## src/rtl/esp32_oled_spi_rx_pkg.sv

```systemverilog
// Shared types and constants for the ESP32 OLED SPI receive tap.
// The FIFO entry is {first, dc, data}, with first in the MSB.
package esp32_oled_spi_rx_pkg;

  localparam int SPI_BITS = 8;
  localparam int ENTRY_W  = SPI_BITS + 2;
  localparam int CNT_W    = $clog2(SPI_BITS);

  typedef enum logic [0:0] {
    ST_IDLE   = 1'b0,
    ST_ACTIVE = 1'b1
  } state_e;

  typedef struct packed {
    logic                first;
    logic                dc;
    logic [SPI_BITS-1:0] data;
  } rx_entry_t;

  function automatic logic [SPI_BITS-1:0] shift_in(input logic [SPI_BITS-1:0] v, input logic b);
    return {v[SPI_BITS-2:0], b};
  endfunction

endpackage

```

## src/rtl/esp32_oled_spi_rx_if.sv

```systemverilog
// Byte stream from the SPI tap to its consumer.
// valid/ready: the head entry transfers on any rising clock edge where rx_valid & rx_ready are both 1.
// While rx_valid is 1 and rx_ready is 0, rx_data/rx_dc/rx_first stay stable and rx_valid stays high.
// rx_valid never depends combinationally on rx_ready.
interface esp32_oled_spi_rx_if;

  logic [esp32_oled_spi_rx_pkg::SPI_BITS-1:0] rx_data;
  logic                                       rx_dc;
  logic                                       rx_first;
  logic                                       rx_valid;
  logic                                       rx_ready;

  modport master (
    output rx_data,
    output rx_dc,
    output rx_first,
    output rx_valid,
    input  rx_ready
  );

  modport slave (
    input  rx_data,
    input  rx_dc,
    input  rx_first,
    input  rx_valid,
    output rx_ready
  );

endinterface

```

## src/rtl/esp32_oled_spi_rx_sync_fifo.sv

```systemverilog
// Small synchronous FIFO with a registered head entry and registered valid.
// A push into a full FIFO is accepted only when a pop frees a slot in the same cycle.
module esp32_oled_spi_rx_sync_fifo #(
  parameter int WIDTH     = 10,
  parameter int ADDR_BITS = 2
) (
  input  logic             clk,
  input  logic             rst_n,
  input  logic             push,
  input  logic [WIDTH-1:0] push_data,
  output logic             full,
  input  logic             pop,
  output logic [WIDTH-1:0] head_data,
  output logic             head_valid
);

  localparam int DEPTH = 1 << ADDR_BITS;
  localparam logic [ADDR_BITS:0] PTR_ONE = (ADDR_BITS + 1)'(1);

  logic [WIDTH-1:0]   mem [DEPTH];
  logic [ADDR_BITS:0] wr_ptr;
  logic [ADDR_BITS:0] rd_ptr;
  logic [ADDR_BITS:0] wr_next;
  logic [ADDR_BITS:0] rd_next;
  logic               empty;
  logic               do_push;
  logic               do_pop;
  logic               empty_next;
  logic               fwd;

  assign empty   = (wr_ptr == rd_ptr);
  assign full    = (wr_ptr[ADDR_BITS] != rd_ptr[ADDR_BITS]) &&
                   (wr_ptr[ADDR_BITS-1:0] == rd_ptr[ADDR_BITS-1:0]);
  assign do_pop  = pop & ~empty;
  assign do_push = push & (~full | do_pop);

  always_comb begin
    wr_next = wr_ptr;
    rd_next = rd_ptr;
    if (do_push) wr_next = wr_ptr + PTR_ONE;
    if (do_pop)  rd_next = rd_ptr + PTR_ONE;
  end

  assign empty_next = (wr_next == rd_next);
  // The new head may be the slot being written this very cycle.
  assign fwd = do_push && (rd_next[ADDR_BITS-1:0] == wr_ptr[ADDR_BITS-1:0]);

  always_ff @(posedge clk) begin
    if (do_push) mem[wr_ptr[ADDR_BITS-1:0]] <= push_data;
  end

  always_ff @(posedge clk or negedge rst_n) begin
    if (!rst_n) begin
      wr_ptr     <= '0;
      rd_ptr     <= '0;
      head_data  <= '0;
      head_valid <= 1'b0;
    end else begin
      wr_ptr     <= wr_next;
      rd_ptr     <= rd_next;
      head_valid <= ~empty_next;
      if (!empty_next) head_data <= fwd ? push_data : mem[rd_next[ADDR_BITS-1:0]];
    end
  end

endmodule

```

## src/rtl/esp32_oled_spi_rx.sv

```systemverilog
// Oversampling SPI slave tap: assembles tagged bytes from the ESP32 OLED stream into a FIFO
// and returns one byte per frame on MISO.
module esp32_oled_spi_rx
  import esp32_oled_spi_rx_pkg::*;
#(
  parameter int C_fifo_addr_bits = 2,
  parameter int C_sync_stages    = 2
) (
  input  logic                clk_25mhz,
  input  logic                rstn,
  input  logic                spi_csn,
  input  logic                spi_sclk,
  input  logic                spi_mosi,
  input  logic                spi_dc,
  input  logic [SPI_BITS-1:0] miso_data,
  output logic                spi_miso,
  output logic                spi_miso_oe,
  output logic                overflow,
  output logic                frame_err,
  input  logic                clr_err,
  output state_e              dbg_state,
  esp32_oled_spi_rx_if.master rx
);

  localparam int S = C_sync_stages;
  localparam logic [CNT_W-1:0] CNT_LAST = CNT_W'(SPI_BITS - 1);

  logic [S-1:0] csn_sync;
  logic [S-1:0] sclk_sync;
  logic [S-1:0] mosi_sync;
  logic [S-1:0] dc_sync;
  logic         csn_d;
  logic         sclk_d;
  logic         csn_s;
  logic         sclk_s;
  logic         mosi_s;
  logic         dc_s;
  logic         sclk_rise;
  logic         sclk_fall;
  logic         csn_fall;
  logic         csn_rise;

  state_e              state_q;
  logic [CNT_W-1:0]    bitcnt;
  logic [CNT_W-1:0]    bitcnt_after;
  logic [SPI_BITS-1:0] shreg;
  logic [SPI_BITS-1:0] miso_shreg;
  logic                first_flag;
  logic                push_q;
  rx_entry_t           push_entry;
  logic                byte_done;
  logic                frame_err_set;
  logic                overflow_set;
  logic                pop;
  logic                fifo_full;
  logic [ENTRY_W-1:0]  head_vec;
  rx_entry_t           head;

  always_ff @(posedge clk_25mhz or negedge rstn) begin
    if (!rstn) begin
      csn_sync  <= '1;
      sclk_sync <= '0;
      mosi_sync <= '0;
      dc_sync   <= '0;
      csn_d     <= 1'b1;
      sclk_d    <= 1'b0;
    end else begin
      csn_sync  <= {csn_sync[S-2:0], spi_csn};
      sclk_sync <= {sclk_sync[S-2:0], spi_sclk};
      mosi_sync <= {mosi_sync[S-2:0], spi_mosi};
      dc_sync   <= {dc_sync[S-2:0], spi_dc};
      csn_d     <= csn_s;
      sclk_d    <= sclk_s;
    end
  end

  assign csn_s  = csn_sync[S-1];
  assign sclk_s = sclk_sync[S-1];
  assign mosi_s = mosi_sync[S-1];
  assign dc_s   = dc_sync[S-1];

  assign sclk_rise = sclk_s & ~sclk_d;
  assign sclk_fall = ~sclk_s & sclk_d;
  assign csn_fall  = ~csn_s & csn_d;
  assign csn_rise  = csn_s & ~csn_d;

  assign byte_done     = (state_q == ST_ACTIVE) && sclk_rise && (bitcnt == CNT_LAST);
  assign bitcnt_after  = bitcnt + CNT_W'(sclk_rise);
  // A last bit arriving with csn_rise completes the byte, so it is not a framing error.
  assign frame_err_set = (state_q == ST_ACTIVE) && csn_rise && (bitcnt_after != '0);
  assign pop           = rx.rx_ready & rx.rx_valid;
  assign overflow_set  = push_q & fifo_full & ~pop;

  always_ff @(posedge clk_25mhz or negedge rstn) begin
    if (!rstn) begin
      state_q    <= ST_IDLE;
      bitcnt     <= '0;
      shreg      <= '0;
      miso_shreg <= '0;
      first_flag <= 1'b0;
      push_q     <= 1'b0;
      push_entry <= '0;
      overflow   <= 1'b0;
      frame_err  <= 1'b0;
    end else begin
      push_q    <= 1'b0;
      overflow  <= overflow_set | (overflow & ~clr_err);
      frame_err <= frame_err_set | (frame_err & ~clr_err);
      case (state_q)
        ST_IDLE: begin
          if (csn_fall) begin
            state_q    <= ST_ACTIVE;
            bitcnt     <= '0;
            first_flag <= 1'b1;
            miso_shreg <= miso_data;
          end
        end
        ST_ACTIVE: begin
          if (sclk_rise) begin
            shreg  <= shift_in(shreg, mosi_s);
            bitcnt <= bitcnt_after;
          end
          if (byte_done) begin
            push_q     <= 1'b1;
            push_entry <= '{first: first_flag, dc: dc_s, data: shift_in(shreg, mosi_s)};
            first_flag <= 1'b0;
          end
          if (sclk_fall) miso_shreg <= shift_in(miso_shreg, 1'b0);
          if (csn_rise)  state_q    <= ST_IDLE;
        end
        default: state_q <= ST_IDLE;
      endcase
    end
  end

  assign spi_miso    = miso_shreg[SPI_BITS-1];
  assign spi_miso_oe = ~csn_s;
  assign dbg_state   = state_q;

  esp32_oled_spi_rx_sync_fifo #(
    .WIDTH     (ENTRY_W),
    .ADDR_BITS (C_fifo_addr_bits)
  ) u_fifo (
    .clk        (clk_25mhz),
    .rst_n      (rstn),
    .push       (push_q),
    .push_data  (push_entry),
    .full       (fifo_full),
    .pop        (pop),
    .head_data  (head_vec),
    .head_valid (rx.rx_valid)
  );

  assign head        = rx_entry_t'(head_vec);
  assign rx.rx_data  = head.data;
  assign rx.rx_dc    = head.dc;
  assign rx.rx_first = head.first;

endmodule

```

## src/flat_wrapper.sv

```systemverilog
// flat-port wrapper written by rule: the top's interface ports become plain ports
module esp32_oled_spi_rx_flat import esp32_oled_spi_rx_pkg::*;
#(
  parameter int C_fifo_addr_bits = 2,
  parameter int C_sync_stages    = 2
)
  (clk_25mhz, rstn, spi_csn, spi_sclk, spi_mosi, spi_dc, miso_data, spi_miso, spi_miso_oe, overflow, frame_err, clr_err, dbg_state, rx_rx_data, rx_rx_dc, rx_rx_first, rx_rx_valid, rx_rx_ready);
  esp32_oled_spi_rx_if rx_i ();
  input  logic clk_25mhz;
  input  logic rstn;
  input  logic spi_csn;
  input  logic spi_sclk;
  input  logic spi_mosi;
  input  logic spi_dc;
  input  logic [SPI_BITS-1:0] miso_data;
  output logic spi_miso;
  output logic spi_miso_oe;
  output logic overflow;
  output logic frame_err;
  input  logic clr_err;
  output state_e dbg_state;
  output wire logic [$bits(rx_i.rx_data)-1:0] rx_rx_data;
  output wire logic [$bits(rx_i.rx_dc)-1:0] rx_rx_dc;
  output wire logic [$bits(rx_i.rx_first)-1:0] rx_rx_first;
  output wire logic [$bits(rx_i.rx_valid)-1:0] rx_rx_valid;
  input wire logic [$bits(rx_i.rx_ready)-1:0] rx_rx_ready;
  assign rx_rx_data = rx_i.rx_data;
  assign rx_rx_dc = rx_i.rx_dc;
  assign rx_rx_first = rx_i.rx_first;
  assign rx_rx_valid = rx_i.rx_valid;
  assign rx_i.rx_ready = rx_rx_ready;
  esp32_oled_spi_rx #(.C_fifo_addr_bits(C_fifo_addr_bits), .C_sync_stages(C_sync_stages)) u_core (.clk_25mhz(clk_25mhz), .rstn(rstn), .spi_csn(spi_csn), .spi_sclk(spi_sclk), .spi_mosi(spi_mosi), .spi_dc(spi_dc), .miso_data(miso_data), .spi_miso(spi_miso), .spi_miso_oe(spi_miso_oe), .overflow(overflow), .frame_err(frame_err), .clr_err(clr_err), .dbg_state(dbg_state), .rx(rx_i));
endmodule
```

## config.mk

```make
export PLATFORM = sky130hd
export DESIGN_NAME = esp32_oled_spi_rx_flat
export DESIGN_NICKNAME = d
export VERILOG_FILES = /design/src/rtl/esp32_oled_spi_rx_pkg.sv /design/src/rtl/esp32_oled_spi_rx_if.sv /design/src/rtl/esp32_oled_spi_rx_sync_fifo.sv /design/src/rtl/esp32_oled_spi_rx.sv /design/src/flat_wrapper.sv
export SDC_FILE = /design/constraint.sdc
export NUM_CORES = 1
export LEC_CHECK = 0
export BUFFER_PORTS_ARGS = -buffer_cell sky130_fd_sc_hd__buf_2
export CORE_MARGIN = 8
export CORE_UTILIZATION = 25
export CTS_BUF_LIST = sky130_fd_sc_hd__clkbuf_4
export CTS_CLUSTER_DIAMETER = 60
export DETAILED_ROUTE_END_ITERATION = 7
export HOLD_SLACK_MARGIN = 0.06
export PLACE_DENSITY = 0.44
export SLEW_MARGIN = 20
export SYNTH_ARGS = -nofsm -noshare
export SYNTH_HDL_FRONTEND = slang
export SYNTH_SLANG_ARGS = --single-unit
export TNS_END_PERCENT = 1
```

## constraint.sdc

```tcl
create_clock -name clk_25mhz -period 2.67 [get_ports clk_25mhz]
set_clock_uncertainty 0.05 [all_clocks]
set_input_delay 0.534 -clock clk_25mhz [delete_from_list [all_inputs] [get_ports clk_25mhz]]
set_output_delay 0.534 -clock clk_25mhz [all_outputs]
set_load 0.1 [all_outputs]
```

# == Yosys cells after proc, flatten, opt, wreduce, memory -nomap -nowiden ==
# Memories as Yosys holds them, arrays and structs flattened. A register that Yosys moved wholly into a read port is not among the register bits.
# Index checks and enable logic that the tools add are counted.
# word_totals
regBits,50
ram_bits,40
input_bits,16
output_inout_bits,16
wordCells,88
memories,1
# classes
n_addsub,3
eq_ne,9
mux,18
bitwise,24
reduce_logical,13
# memory_table
name,depth,word_bits,rd,rd_ports_with_merged_regs,wr,line_no,rtl
u_core.u_fifo.mem,4,10,1,1,1,esp32_oled_spi_rx_sync_fifo.sv:20,logic [WIDTH-1:0] mem [DEPTH];
# ops
operator,count
8-bit 2-to-1 mux,2
8-bit one-hot mux with 2 select lines,1
3-bit 2-to-1 mux,4
1-bit bitwise AND,11
1-bit NOT,10
2-bit AND reduction,5
1-bit 2-to-1 mux,8
3-bit by 1-bit adder with 3-bit output (second input constant),2
3-bit equality test,2
2-bit by 1-bit inequality test with 1-bit output (second input constant),3
3-bit one-hot mux with 2 select lines,1
1-bit logical AND,5
1-bit one-hot mux with 2 select lines,2
3-bit by 1-bit adder with 3-bit output,1
3-bit equality test (second input constant),1
1-bit OR,3
3-bit nonzero test,1
2-bit equality test,1
1-bit logical NOT,2
2-bit inequality test (second input constant),1
1-bit inequality test,1

# == Longest topological paths before layout ==
# Gate-level depths: netlist of run 1.
# logic_depth
ltp_word,8
ltp_mapped,8
mapped_depth_nobuf,7

# == Modules after synthesis ==
# Synthesis of run 1 repeated with hierarchy kept, for this count alone.
# hier_totals
cells_unflattened,372
area_unflattened_um2,4812.1
# modules_own_cells
module,instances,cells_per_inst,area_per_inst_um2,seq_area_each_um2
esp32_oled_spi_rx_sync_fifo,1,248,3035.4,1626.6
esp32_oled_spi_rx,1,124,1776.7,1079.8

# == Worst setup path after synthesis of run 1 ==
# OpenSTA, ideal clock, no wires.
# synth_timing
kind,register to register
startpoint,reg u_core.u_fifo.head_valid
endpoint,reg u_core.u_fifo.head_data[0] (read register of u_core.u_fifo.mem)
setup_time_ns,0.134
arrival_ns,2.514
path_slack_ns,-0.029
stages_incl_launch_ff,8
period_less_slack_ns,2.699
path_cell_list,dfrtp_1 nand2_1 a31oi_4 xnor2_1 buf_2 mux2_2 a222oi_1 mux2i_1
# synth_between
elab_chain_len,7
# synth_rtl
item,line_no,rtl
"start, declared",esp32_oled_spi_rx_sync_fifo.sv:14,output logic head_valid
"start signal, assigned",esp32_oled_spi_rx_sync_fifo.sv:61,head_valid <= ~empty_next;
1-bit bitwise AND *,esp32_oled_spi_rx.sv:91,assign pop = rx.rx_ready & rx.rx_valid;
1-bit bitwise AND *,esp32_oled_spi_rx_sync_fifo.sv:34,assign do_pop = pop & ~empty;
1-bit OR,esp32_oled_spi_rx_sync_fifo.sv:35,assign do_push = push & (~full | do_pop);
1-bit bitwise AND,esp32_oled_spi_rx_sync_fifo.sv:35,
3-bit 2-to-1 mux,esp32_oled_spi_rx_sync_fifo.sv:40,if (do_push) wr_next = wr_ptr + PTR_ONE;
3-bit equality test,esp32_oled_spi_rx_sync_fifo.sv:44,assign empty_next = (wr_next == rd_next);
1-bit logical NOT (no source line),n/a,
"end, declared",esp32_oled_spi_rx_sync_fifo.sv:13,"output logic [WIDTH-1:0] head_data,"
# Every way passes the cells marked *; elsewhere a longest branch is shown, timed or not.
# A chain may end at the register's enable or synchronous reset.

# == Worst setup path after layout of run 1 ==
# layout_timing
startpoint,reg u_core.u_fifo.wr_ptr[0]
endpoint,reg u_core.u_fifo.head_data[9] (read register of u_core.u_fifo.mem)
# layout_between
elab_chain_len,8
# layout_rtl
item,line_no,rtl
"start, declared",esp32_oled_spi_rx_sync_fifo.sv:21,logic [ADDR_BITS:0] wr_ptr;
"start signal, assigned",esp32_oled_spi_rx_sync_fifo.sv:59,wr_ptr <= wr_next;
3-bit equality test / 2-bit equality test (equally long branches),"esp32_oled_spi_rx_sync_fifo.sv:31, esp32_oled_spi_rx_sync_fifo.sv:33",
1-bit NOT / 1-bit logical AND (equally long branches),"esp32_oled_spi_rx_sync_fifo.sv:34, esp32_oled_spi_rx_sync_fifo.sv:32",
1-bit bitwise AND / 1-bit NOT (equally long branches),"esp32_oled_spi_rx_sync_fifo.sv:34, esp32_oled_spi_rx_sync_fifo.sv:35",
1-bit OR,esp32_oled_spi_rx_sync_fifo.sv:35,
1-bit bitwise AND,esp32_oled_spi_rx_sync_fifo.sv:35,
3-bit 2-to-1 mux *,esp32_oled_spi_rx_sync_fifo.sv:40,
net u_core.u_fifo.wr_next[1],esp32_oled_spi_rx_sync_fifo.sv:23,logic [ADDR_BITS:0] wr_next;
3-bit equality test *,esp32_oled_spi_rx_sync_fifo.sv:44,
1-bit logical NOT (no source line) *,n/a,
# The timed path passes the listed nets; every way through them passes the cells marked *.

==> flow_summary.yaml, run 1 <==
outcome:
  status: "completed"
power_and_ir_drop:
  worst_ir_drop_vdd_mv: 0.434
  cellPowerDensity_nw_per_um2: 1030
  p_total_mw: 5.28
  leakage_nw: 2.17
timing:
  relSlewSlack_pct: 60.6
  tns_ns: 0
  drv_slew: 0
  finalWorstSetupSlack_ns: 0.127
  setup_viol: 0
  fmax_ghz: 0.393
  hold_violations: 0
  period_minus_slack_ns: 2.54
  worst_pin_slew_ns: 0.591
  rsz0062_at_grt: "no"
  period_share_pct: 95.2
place:
  dpl.hpwl_um: 5870
  placed_cell_area_um2: 4870
  dpl.cell_count: 563
  port_buffers: 31
  pre_cts_slack_ns: 0.0650
  gp_congestion: 0.799
synth:
  netlist_instances: 298
  synthArstFlopShare_pct: 60.0
  syn_nets: 321
  yosys.area.top_type_share_pct: 33.2
  avgSynthCellArea_um2: 14.4
  synth-seq-cells: 100
  synthesis.area_um2: 4290
  synthDominantAreaCellType: "dfrtp_1"
  synth_edf_count: 40
  ys_types: 48
  yosys_most_used_dff: "dfrtp_1"
  synth_warnings: 0
  synth_area_leaders: "dfrtp_1 (33%), edfxtp_1 (28%), mux2_2 (7.3%), mux2i_1 (4.0%), mux2_4 (3.5%)"
  synth-seq-area-share_pct: 63.0
clocking:
  cts.path.max_buffers: 2
  cts-root-buf: "clkbuf_4"
  numClockSinks: 100
  cts_buffers: 9
  cts_tree: "yes"
  clk_latency_ns: 0.46
  h-tree-depth: 3
  clk_transition_reported_paths_ns: 0.16
drt:
  vias_per_cell: 4.34
  num_vias: 2538
  drc: 0
  post_drt_wl_per_cell_um: 15.0
  dr.pass1.iters: 7
  totalWireLength_um: 8780
  drt_iter0_drc: 173
  ant_nets: 0
grt:
  grt_pass1_vias: 2689
  grt_overflow_total: 0
  grt_max_degree: 42
  antenna_found_initial: 1
  grt_pass1_wl_um: 14600
  grt_usage_pct: 8.66
worst_setup_path:
  cp_max_fo: 11
  reg2reg_from: "u_core.u_fifo.wr_ptr[0]$_DFF_PN0_"
  worstPathArrival_ns: 2.88
  startpoint_type: "register"
  worstSetupPathType: "reg -> reg"
  required_ns: 3.00
  cp-end-kind: "register"
  cp-startpoint: "u_core.u_fifo.wr_ptr[0]$_DFF_PN0_"
min_path:
  min_path_type: "in -> reg"
  hp-start: "miso_data[0]"
finish:
  final_nets: 377
  drive_gt1_share_pct: 34.3
  postLayoutCellArea_um2: 5110
  syn_to_final_growth_pct: 19.1
  stdcell_count: 585
floorplan:
  coreArea_um2: 17100
  initial_core_util_pct: 25.2
  io_pins: 32
  dieArea_um2: 21600
  die_h_um: 147
  rows: 48
  die_x_um: 147
run:
  drv_cap: 0
==> metrics by stage <==
step | hold slack, ns | util (%)
2_1_floorplan | 0.188 | -
3_3_place_gp | 0.286 | 28.5
3_5_place_dp | 0.287 | 28.5
4_1_cts | 0.0620 | 29.8
5_1_grt | 0.196 | 30.0
6_report | 0.223 | 30.0
==> Yosys cell counts, types with 2 or more instances <==
cell      count
nand2_1      13
mux2_4       10
nor2_1       13
inv_1        19
dfrtp_1      57
buf_6         2
ha_1          7
xor2_1        5
nand3b_1      2
edfxtp_1     40
mux2_2       28
mux2i_1      17
buf_2         3
a222oi_1     10
a21oi_1       9
buf_1         3
a22o_1        2
dfstp_2       3
o21ai_0       6
a32o_1        2
and2_1        2
nand3_1       4
a31oi_1       2
and3_1        3
xnor2_1       5
nor3_1        4
clkbuf_1      6
==> cell families (layout without fill, tap and decap cells) <==
family	Yosys count	after routing	synth area share, %
simple gates	44	44	4.90
compound gates	45	45	8.63
fa+ha+maj	8	8	2.27
flops	100	100	63.0
other cells	0	1	0
mux	56	56	15.1
buf+inv	33	94	3.32
xor+xnor	12	12	2.80
==> final cells by class <==
| class | instances | area (um2) |
|---|---|---|
| antenna | 1 | 2.50 |
| clock buffer | 9 | 67.6 |
| clock inverter | 7 | 109 |
| sequential | 100 | 2710 |
| inverter | 19 | 71.3 |
| multi-input combinational | 165 | 1470 |
| timing repair buffer | 59 | 403 |
| fill | 1758 | 11900 |
| tap | 225 | 282 |
==> report_power, final <==
group	leakage (nW)	switching, mW	internal [mW]
clock	0.0912	0.546	0.396
combinational	0.953	1.53	0.868
sequential	1.13	0.140	1.80
total	2.17	2.22	3.06
==> layout by cell type, fill, tap and decap left out, drive strengths merged, types with 2 or more instances in the layout <==
cell,netlist,layout
dfrtp,57,57
buf,8,54
edfxtp,40,40
mux2,39,39
inv,19,21
mux2i,17,17
nor2,13,13
nand2,13,13
a222oi,10,10
a21oi,9,9
clkbuf,6,9
ha,7,7
o21ai,6,6
xor2,6,6
xnor2,6,6
dlygate4sd3,0,5
nor3,5,5
nand3,4,4
a31oi,4,4
and3,3,3
dfstp,3,3
and2,2,2
a32o,2,2
nand3b,2,2
a22o,2,2
bufinv,0,2
clkinv,0,2
==> registers in the layout (all words and copies together), names as in the netlist, 2 cells and up <==
register and flops:
u_core.csn_sync 2, u_core.miso_shreg 8, u_core.sclk_sync 2, u_core.shreg 7, u_core.dc_sync 2, u_core.mosi_sync 2, u_core.push_entry 10, u_core.u_fifo.wr_ptr 3
u_core.u_fifo.mem 40, u_core.bitcnt 3, u_core.u_fifo.rd_ptr 3, u_core.u_fifo.head_data 10
==> worst paths after layout <==
| kind | depth (start not counted) | endpoint | slack (ns) |
|---|---|---|---|
| min | 3 | u_core.miso_shreg[0]$_DFFE_PN0P_ | 0.22 |
| max in group asynchronous | 3 | u_core.csn_d$_DFF_PN1_ | 1.35 |
| max reg2reg | 7 | u_core.u_fifo.head_data[9]$_DFFE_PN0P_ | 0.13 |
| min reg2reg | 0 | u_core.csn_sync[1]$_DFF_PN1_ | 0.32 |
| min in group asynchronous | 2 | u_core.u_fifo.head_data[5]$_DFFE_PN0P_ | 0.53 |
| max | 7 | u_core.u_fifo.head_data[9]$_DFFE_PN0P_ | 0.13 |
==> per-layer routing <==
metal | up-vias | part of all wire (%) | routed length [um] | global-route usage (%)
li1 | 1206 | - | - | -
met1 | 1272 | 47 | 4110 | 10.8
met2 | 47 | 48 | 4170 | 13.8
met3 | 13 | 3.7 | 325 | 2.09
met4 | 0 | 1.9 | 168 | 4.33
met5 | - | 0 | 0 | 0
==> worst max-delay path, cell delays in order, from the launching register on <==
cell     delay (ns)
dfrtp_2        0.51
xor2_2         0.25
o41ai_4        0.46
mux2_4         0.36
xor2_1         0.17
nor3_2         0.25
buf_12         0.19
mux2i_1        0.22
==> repair_timing <==
item | in CTS | in global routing
endpoints found under the hold margin | 22 | 1
resized for setup | 0 | 3
buffers inserted | 0 | 0
setup endpoints to repair | 0 | 8
hold buffers | 4 | 1
No activity file was read; power rests on OpenSTA's default activity.
==> run 2: changes to the inputs <==
Settings changed: ABC_AREA set to 1.
Clock period 2.67 ns to 2.9 ns, I/O delays scaled along.
==> run 2 against run 1 <==
Against the previous run: sequential power decreased by 16%; register-to-register slack improved by 0.56 ns; critical endpoint is now u_core.u_fifo.head_data[8]$_DFFE_PN0P_; first-iteration DRC count increased by 12%; synthesized area increased by 1.3%; die area increased by 1.1%; critical path type unchanged; critical path depth increased by 7; worst setup slack improved by 0.56 ns; final cell count increased by 16%; flip-flop and latch count unchanged; utilization decreased by 1.2 points; worst hold slack got worse by 0.073 ns.
==> flow_summary.yaml, run 2 <==
floorplan:
  rows: 48
  die_x_um: 148
  die_h_um: 148
  coreArea_um2: 17200
  initial_core_util_pct: 25.3
  io_pins: 32
  dieArea_um2: 21900
worst_setup_path:
  critPathTopFamily: "simple AND/OR/NAND/NOR gates"
  required_ns: 3.21
  worstSetupPathType: "reg -> reg"
  r2r_setup_slack_ns: 0.69
  worstPathCellList: "inv_2 -> nand2_2 -> nand2_4 -> nand3_4 -> nand2_4 -> nand2_1 -> nand2_2 -> inv_2 -> nand2_1 -> nand2_1 -> nor2_4 -> nand2_2 -> nand2_1 -> nand2_1"
  slowest_stage: "dfrtp_1"
  worstPathArrival_ns: 2.52
  startpoint_type: "register"
  r2r-end: "u_core.u_fifo.head_data[8]$_DFFE_PN0P_"
  cp-end-kind: "register"
  r2r_cells: 14
  crit_top_cell: "nand2_1"
  worst-path-buf-inv: 2
  max_stage_delay_ns: 0.49
  cp-startpoint: "u_core.u_fifo.wr_ptr[0]$_DFF_PN0_"
  reg2reg_from: "u_core.u_fifo.wr_ptr[0]$_DFF_PN0_"
  cp_max_fo: 11
synth:
  synthesis.area_um2: 4350
  synth_edf_count: 40
  synthArstFlopShare_pct: 60.0
  synth_area_leaders: "dfrtp_1 (33%), edfxtp_1 (28%), nand3_1 (12%), nand2_1 (6.4%), mux2_2 (3.4%)"
  synth.top_cells.by_count: "nand3_1 (104), nand2_1 (74), dfrtp_1 (57)"
  synth_warnings: 0
  ys_types: 32
  yosys_most_used_dff: "dfrtp_1"
  synthDominantAreaCellType: "dfrtp_1"
  syn_nets: 433
  yosys.area.top_type_share_pct: 32.8
  avgSynthCellArea_um2: 10.6
  synth-seq-cells: 100
  netlist_instances: 410
  synth-seq-area-share_pct: 62.2
  synthMostInstantiatedCell: "nand3_1"
drt:
  vias_per_cell: 4.27
  drt_iter0_drc: 193
  num_vias: 2908
  post_drt_wl_per_cell_um: 13.3
  totalWireLength_um: 9080
  ant_nets: 0
  dr.pass1.iters: 4
  drc: 0
finish:
  postLayoutCellArea_um2: 4950
  final_common_cell: "nand3_1"
  syn_to_final_growth_pct: 13.8
  fin_util_pct: 28.8
  stdcell_count: 681
  layout.cells.most_common_list: "nand3_1 (104), nand2_1 (74), dfrtp_1 (57)"
  drive_gt1_share_pct: 23.1
  largest_reg_flops: 40
  final_nets: 473
grt:
  grt_pass1_wl_um: 15900
  grt_pass1_vias: 3116
  grt_overflow_total: 0
  grt_usage_pct: 9.00
  grt_max_degree: 26
  antenna_found_initial: 1
clocking:
  h-tree-depth: 3
  clk_latency_ns: 0.46
  clk_transition_reported_paths_ns: 0.18
  cts_hold_buf: 1
  cts_buffers: 9
  cts_resized: 0
  numClockSinks: 100
  postCtsSetupBuffers: 0
  cts_tree: "yes"
  cts-root-buf: "clkbuf_4"
  cts.path.max_buffers: 2
min_path:
  min_path_type: "in -> reg"
  min_path_cells: 1
  holdPathEnd: "u_core.csn_sync[0]$_DFF_PN1_"
  hp-start: "spi_csn"
power_and_ir_drop:
  p_total_mw: 2.61
  worst_ir_drop_vdd_mv: 0.242
  leakage_nw: 2.32
  cellPowerDensity_nw_per_um2: 527
place:
  dpl.hpwl_um: 6590
  pre_cts_slack_ns: 0.625
  dpl.cell_count: 663
  placed_cell_area_um2: 4800
  gp_congestion: 0.781
  port_buffers: 31
outcome:
  status: "completed"
timing:
  worst_pin_slew_ns: 0.682
  tns_ns: 0
  period_share_pct: 76.3
  hold_violations: 0
  finalWorstSetupSlack_ns: 0.688
  fmax_ghz: 0.452
  period_minus_slack_ns: 2.21
  drv_slew: 0
  relSlewSlack_pct: 54.2
  setup_viol: 0
  holdWs_ns: 0.150
  rsz0062_at_grt: "no"
run:
  drv_cap: 0
run 2: kinds of logic after synthesis:
kind of cell,share of synthesized area [%]
compound gates,3.02
simple gates,23.7
mux,3.37
fa+ha+maj,2.01
flops,62.2
buf+inv,5.09
xor+xnor,0.604
run 2: routing by layer:
metal  wire length, um  global-route usage [%]  part of all wire, %  vias to the layer above
met5                 0                       0                    0                        -
met4                80                    3.06                 0.88                        0
met3               477                    2.72                  5.3                        5
met2              4070                    14.0                   45                       71
met1              4450                    11.7                   49                     1357
li1                  -                       -                    -                     1475
run 2: layout make-up:
class                           instances  area (um2)
Timing Repair Buffer                   48         285
Antenna cell                            1        2.50
Clock inverter                          6        56.3
Multi-Input combinational cell        259        1420
Inverter                               32         120
Clock buffer                           10        75.1
Sequential cell                       100        2710
Tap cell                              225         282
Fill cell                            1823       12200
run 2: worst max path at each step:
stage	endpoint	slack, ns	cells past startpoint
6_report	u_core.u_fifo.head_data[8]$_DFFE_PN0P_	0.69	14
2_1_floorplan	u_core.u_fifo.mem[0][0]$_DFFE_PP_	0.60	6
5_1_grt	u_core.u_fifo.head_data[8]$_DFFE_PN0P_	0.41	14
3_3_place_gp	u_core.u_fifo.head_data[4]$_DFFE_PN0P_	0.66	11
4_1_cts	u_core.u_fifo.head_data[8]$_DFFE_PN0P_	0.64	14
3_5_place_dp	u_core.u_fifo.head_data[8]$_DFFE_PN0P_	0.62	11
run 2: report_power, final:
| group | leakage [nW] | internal, mW | switching (mW) |
|---|---|---|---|
| combinational | 1.03 | 0.0953 | 0.197 |
| sequential | 1.22 | 1.57 | 0.0538 |
| clock | 0.0710 | 0.205 | 0.492 |
